### src/rtl/input_port_controller.sv
// input_port_controller: per-input-port stage of the mesh router.
// Buffers incoming flits in a first-word-fall-through FIFO, hands each packet's
// head flit to the head-flit decoder, requests the switch allocator with the
// decoded port code, then streams the packet to the crossbar until its tail.
// Optional feature: define INPUT_PORT_PKT_COUNT_EN to add the pkt_count output
// (saturating count of packets forwarded).
// `release` is a reserved word, so the release pulse port is named releasePulse.
module input_port_controller #(
    parameter int unsigned N             = 4,
    parameter int unsigned DATA_WIDTH    = 8,
    parameter int unsigned REQUEST_WIDTH = 3,
    parameter int unsigned BUFFER_DEPTH  = 4
) (
    input  logic                     clk,
    input  logic                     rst,
    input  logic [DATA_WIDTH-1:0]    in_data,
    input  logic                     in_valid,
    output logic                     in_ready,
    output logic [DATA_WIDTH-1:0]    HeadFlit,
    output logic                     decodeHeadFlit,
    input  logic                     headFlitDecoded,
    input  logic [REQUEST_WIDTH-1:0] RequestMessage,
    output logic [REQUEST_WIDTH-1:0] request,
    output logic                     request_valid,
    input  logic                     grant,
    output logic                     releasePulse,
    output logic [DATA_WIDTH-1:0]    out_data,
    output logic                     out_valid,
    input  logic                     out_ready,
`ifdef INPUT_PORT_PKT_COUNT_EN
    output logic [15:0]              pkt_count,
`endif
    output logic                     proto_err
);

    localparam int unsigned PTR_W = $clog2(BUFFER_DEPTH);
    localparam int unsigned CNT_W = $clog2(BUFFER_DEPTH + 1);

    // Reject configurations the pointer arithmetic cannot support
    if (N < 1 || BUFFER_DEPTH < 2 || (BUFFER_DEPTH & (BUFFER_DEPTH - 1)) != 0) begin : gBadParams
        $error("input_port_controller: N must be >= 1, BUFFER_DEPTH a power of two >= 2");
    end

    typedef enum logic [1:0] {
        IDLE    = 2'd0,
        DECODE  = 2'd1,
        REQUEST = 2'd2,
        FORWARD = 2'd3
    } stateT;

    logic [DATA_WIDTH-1:0]    fifoMem [BUFFER_DEPTH];
    logic [PTR_W-1:0]         wrPtr;
    logic [PTR_W-1:0]         rdPtr;
    logic [CNT_W-1:0]         count;
    stateT                    state;
    logic [REQUEST_WIDTH-1:0] requestReg;
    logic                     releaseReg;
    logic                     protoErrReg;

    logic                     full;
    logic                     empty;
    logic [DATA_WIDTH-1:0]    headEntry;
    logic [1:0]               headType;
    logic                     headIsStart;
    logic                     headIsEnd;
    logic                     push;
    logic                     fwdPop;
    logic                     dropPop;
    logic                     pop;

    assign full      = (count == CNT_W'(BUFFER_DEPTH));
    assign empty     = (count == '0);
    assign headEntry = fifoMem[rdPtr];
    assign headType  = headEntry[DATA_WIDTH-1 -: 2];
    // Type encoding: bit 0 marks a packet start (head / head-tail), bit 1 a packet end (tail / head-tail)
    assign headIsStart = headType[0];
    assign headIsEnd   = headType[1];

    assign push    = in_valid && !full;
    assign fwdPop  = (state == FORWARD) && !empty && out_ready;
    assign dropPop = (state == IDLE) && !empty && !headIsStart;
    assign pop     = fwdPop || dropPop;

    // FIFO storage; contents need no reset since pointers gate visibility
    always_ff @(posedge clk) begin
        if (push) begin
            fifoMem[wrPtr] <= in_data;
        end
    end

    // FIFO pointers and occupancy
    always_ff @(posedge clk) begin
        if (rst) begin
            wrPtr <= '0;
            rdPtr <= '0;
            count <= '0;
        end else begin
            if (push) begin
                wrPtr <= wrPtr + PTR_W'(1);
            end
            if (pop) begin
                rdPtr <= rdPtr + PTR_W'(1);
            end
            if (push && !pop) begin
                count <= count + CNT_W'(1);
            end else if (pop && !push) begin
                count <= count - CNT_W'(1);
            end
        end
    end

    // Packet control: decode head, request allocator, forward until tail
    always_ff @(posedge clk) begin
        if (rst) begin
            state       <= IDLE;
            requestReg  <= '0;
            releaseReg  <= 1'b0;
            protoErrReg <= 1'b0;
        end else begin
            releaseReg <= 1'b0;
            case (state)
                IDLE: begin
                    if (!empty) begin
                        if (headIsStart) begin
                            state <= DECODE;
                        end else begin
                            protoErrReg <= 1'b1;
                        end
                    end
                end
                DECODE: begin
                    if (headFlitDecoded) begin
                        requestReg <= RequestMessage;
                        state      <= REQUEST;
                    end
                end
                REQUEST: begin
                    if (grant) begin
                        state <= FORWARD;
                    end
                end
                FORWARD: begin
                    if (fwdPop && headIsEnd) begin
                        releaseReg <= 1'b1;
                        state      <= IDLE;
                    end
                end
                default: state <= IDLE;
            endcase
        end
    end

`ifdef INPUT_PORT_PKT_COUNT_EN
    logic [15:0] pktCount;

    // Saturating count of packets whose tail has left the port
    always_ff @(posedge clk) begin
        if (rst) begin
            pktCount <= '0;
        end else if (fwdPop && headIsEnd && (pktCount != 16'hFFFF)) begin
            pktCount <= pktCount + 16'd1;
        end
    end

    assign pkt_count = pktCount;
`endif

    assign in_ready       = !full;
    assign HeadFlit       = headEntry;
    assign decodeHeadFlit = (state == DECODE);
    assign request        = requestReg;
    assign request_valid  = (state == REQUEST);
    assign out_valid      = (state == FORWARD) && !empty;
    assign out_data       = headEntry;
    assign releasePulse   = releaseReg;
    assign proto_err      = protoErrReg;

endmodule
### config.mk
export PLATFORM = sky130hd
export DESIGN_NAME = input_port_controller
export DESIGN_NICKNAME = d
export VERILOG_FILES = /design/src/rtl/input_port_controller.sv
export SDC_FILE = /design/constraint.sdc
export NUM_CORES = 1
export LEC_CHECK = 0
export BUFFER_PORTS_ARGS = -buffer_cell sky130_fd_sc_hd__buf_2
export CORE_ASPECT_RATIO = 1.1
export CORE_UTILIZATION = 54
export CTS_BUF_LIST = sky130_fd_sc_hd__clkbuf_4 sky130_fd_sc_hd__clkbuf_8 sky130_fd_sc_hd__clkbuf_16
export DETAILED_ROUTE_END_ITERATION = 12
export PLACE_DENSITY_LB_ADDON = 0.3
export SLEW_MARGIN = 30
export SYNTH_ARGS = -nofsm -noshare
export SYNTH_HDL_FRONTEND = slang
export SYNTH_SLANG_ARGS = --single-unit
### constraint.sdc
create_clock -name clk -period 3.29 [get_ports clk]
set_clock_uncertainty 0.2 [all_clocks]
set_input_delay 0.329 -clock clk [delete_from_list [all_inputs] [get_ports clk]]
set_output_delay 0.329 -clock clk [all_outputs]
set_load 0.01 [all_outputs]
==> impl_metrics.toml <==
[run_status]
status = "complete, no violations"

[drt]
drc = 0
avgViaCountPerCell = 5.37
drtIter0Drc = 55
drt_first_pass_iters = 4
postRouteAntennaNets = 0
vias = 1256
detail_route.wirelength_um = 3840
drt-wirelength-per-cell_um = 16.4

[power_and_ir_drop]
finalPower_mw = 2.13
p_per_area_nw_per_um2 = 872
peakVddDrop_v = 0.000453
leakagePower_nw = 0.964

[placed_design]
routabilityCongestion = 0.677
placed_area_sq_um = 2310
portBuffers = 41
dp_hpwl_um = 2790

[critical_path]
worstRegToRegCells = 10
rrSetupSlack_ps = 650
path_max_fanout = 8
crit_path_end_kind = "flip-flop"
crit_path_cell_trace = "buf_4 > mux4_2 > o21ai_2 > nand2_2 > ha_1 > inv_1 > fa_1 > xor2_1 > or3_1 > a21oi_1"
cpMaxStageDelayCell = "mux4_2"
crit_arrival_ps = 2670
max_stage_delay_ps = 580
cp-start-kind = "flip-flop"
worstPathRequired_ps = 3330
worstSetupPathType = "flip-flop to flip-flop"
reg2reg_to = "count[2]"

[timing]
min_period_ps = 2640
fin_tns_setup_ps = 0
holdWs_ps = 27.4
tightest_slew_ps = 689
hold_violations = 0
rsz0062_at_grt = "no"
finalCritPeriodShare_pct = 80.2
setup_viol = 0
slew_viol_final = 0
fmax_mhz = 379
worst_slew_margin_rel_pct = 53.7

[clock_tree]
cts_post_setup_buffers_inserted = 0
clk_pin_slew_ps = 90
cts.sinks = 48
ctsHoldBuffers = 0
cts_resized = 0
numCtsBuffers = 5
ctsLongestPathBuffers = 2
clockRootBuffer = "clkbuf_8"
cts_tree = "yes"
htreeDepth = 2
clkLatencyLatePin_ps = 310

[floorplanning]
die_x_um = 61.7
initial_core_util_pct = 57.1
dieHeight_um = 67.7
coreArea_sq_um = 3710
rows = 23
dieArea_sq_um = 4180
io_pins = 42

[yosys]
yosys.area_share.simple_pct = 7.97
yosys-top-cells-area = "edfxtp_1 (45%), dfxtp_1 (15%), mux4_1 (7.4%), ha_1 (5.9%), buf_4 (2.8%)"
yosysWarnings = 0
synth_top_area_share_pct = 45.3
yosys.area.top_type = "edfxtp_1"
netlist_top_cells_count = "edfxtp_1 (32), dfxtp_1 (16), ha_1 (10), inv_1 (10), nor2_1 (9)"
synthAdderAreaFrac_pct = 6.85
synth_nets = 174
synth_area_sq_um = 2120
synth_compound_area_share_pct = 5.25
synthMuxAreaShare_pct = 12.5
synth_edf_count = 32
synth_ff_type = "edfxtp_1"
yosysMostFrequentCell = "edfxtp_1"
synthXorXnorAreaFrac_pct = 1.24
syn_avg_cell_area_sq_um = 14.5
ys_ff_latch = 48
synth_top_family_by_area = "multiplexers"
synth_cell_type_count = 37
syn_inst = 146
async_reset_ff_share_pct = 0
seq_area_frac_synth_pct = 60.4

[final_layout]
area_growth_pct = 15.5
fin_util_pct = 66.0
multiInputGateArea_sq_um = 717
nets = 211
final_area_sq_um = 2450
drive_gt1_share_pct = 30.4
seq_area_sq_um = 1280
n_antenna_cell = 0
nFillCells = 266

[worst_hold_path]
whs_path_depth = 1
hp-class = "input pin to flip-flop"
hold_path_startpoint = "in_data[2]"
whs_endpoint = "fifoMem[3][2]"

[global_routing]
globalRouteOverflowTotal = 0
use_met1_pct = 23.5
grt_use_total_pct = 21.4
top_usage_layer = "met2"
grt_first_pass_wirelength_um = 5960
grt_max_degree = 20
use_met3_pct = 6.90
antenna_found_initial = 0
use_met2_pct = 37.8
grt_pass1_vias = 1292

[job]
cap_violations = 0
per-layer routing:
metal | wire length [um] | up-vias
met5 | 0 | -
met3 | 154 | 8
met4 | 58 | 0
li1 | - | 599
met1 | 1460 | 619
met2 | 2170 | 30
power by group:
group	internal [mW]	switching, mW	leakage, nW
clock	0.306	0.202	0.0687
combinational	0.368	0.434	0.471
sequential	0.753	0.0713	0.424
total	1.43	0.708	0.964
placed cells by master (no fill, tap or decap), drive strengths merged:
cell / netlist / final
a2111oi: 1 / 1
a211o: 1 / 1
a21boi: 1 / 1
a21oi: 5 / 5
a31oi: 1 / 1
and2: 4 / 4
buf: 9 / 42
bufinv: 0 / 2
clkbuf: 3 / 5
dfxtp: 16 / 16
edfxtp: 32 / 32
fa: 1 / 1
ha: 10 / 10
inv: 10 / 11
mux2: 2 / 2
mux2i: 4 / 4
mux4: 8 / 8
nand2: 9 / 9
nand2b: 3 / 3
nand3: 3 / 3
nor2: 9 / 9
nor2b: 1 / 1
nor3: 1 / 1
nor4: 1 / 1
nor4b: 1 / 1
o21ai: 2 / 2
o21bai: 1 / 1
o22ai: 1 / 1
o311ai: 1 / 1
or3: 2 / 2
xnor2: 1 / 1
xor2: 2 / 2
stage by stage:
step           std cells  worst slack (ps)
2_1_floorplan        146               843
3_3_place_gp         226               767
3_5_place_dp         226               669
4_1_cts              234               636
5_1_grt              234               437
6_report             234               651
worst max path at each step:
stage | end | slack (ps) | depth (start not counted)
after CTS | count[2] | 640 | 10
after global placement | count[2] | 770 | 10
after detailed placement | count[2] | 670 | 10
after global routing | count[2] | 440 | 8
final | count[2] | 650 | 10
after floorplan | count[2] | 840 | 10
final cells by class:
type | count | area share, %
flip-flops and latches | 48 | 52.3
multi-input cells | 76 | 29.3
repair buffers | 42 | 8.69
clock buffers | 5 | 2.81
clock inverters | 3 | 2.81
well taps | 50 | 2.55
inverters | 10 | 1.53
worst max-delay path, delay by kind of cell, from the launching register on:
kind	cells	cell delay [ps]
buffers and inverters	2	260
XOR/XNOR	1	80
adder cells (fa/ha/maj)	2	400
flip-flops	1	310
multiplexers	1	580
AND/OR/NAND/NOR	2	410
AO/OA/AOI/OAI	2	340
logic make-up after synthesis:
logic type / after synthesis
mux: 14
compound gates: 14
xor+xnor: 3
simple gates: 34
buf+inv: 22
flops: 48
fa+ha+maj: 11
flip-flops by register name, indices dropped and copies added, names as in the netlist, named ones only:
signal / cells
releasePulse: 1
rdPtr: 2
wrPtr: 2
state: 2
count: 3
request: 3
proto_err: 1
fifoMem: 32
No activity file was read; power rests on OpenSTA's default activity.
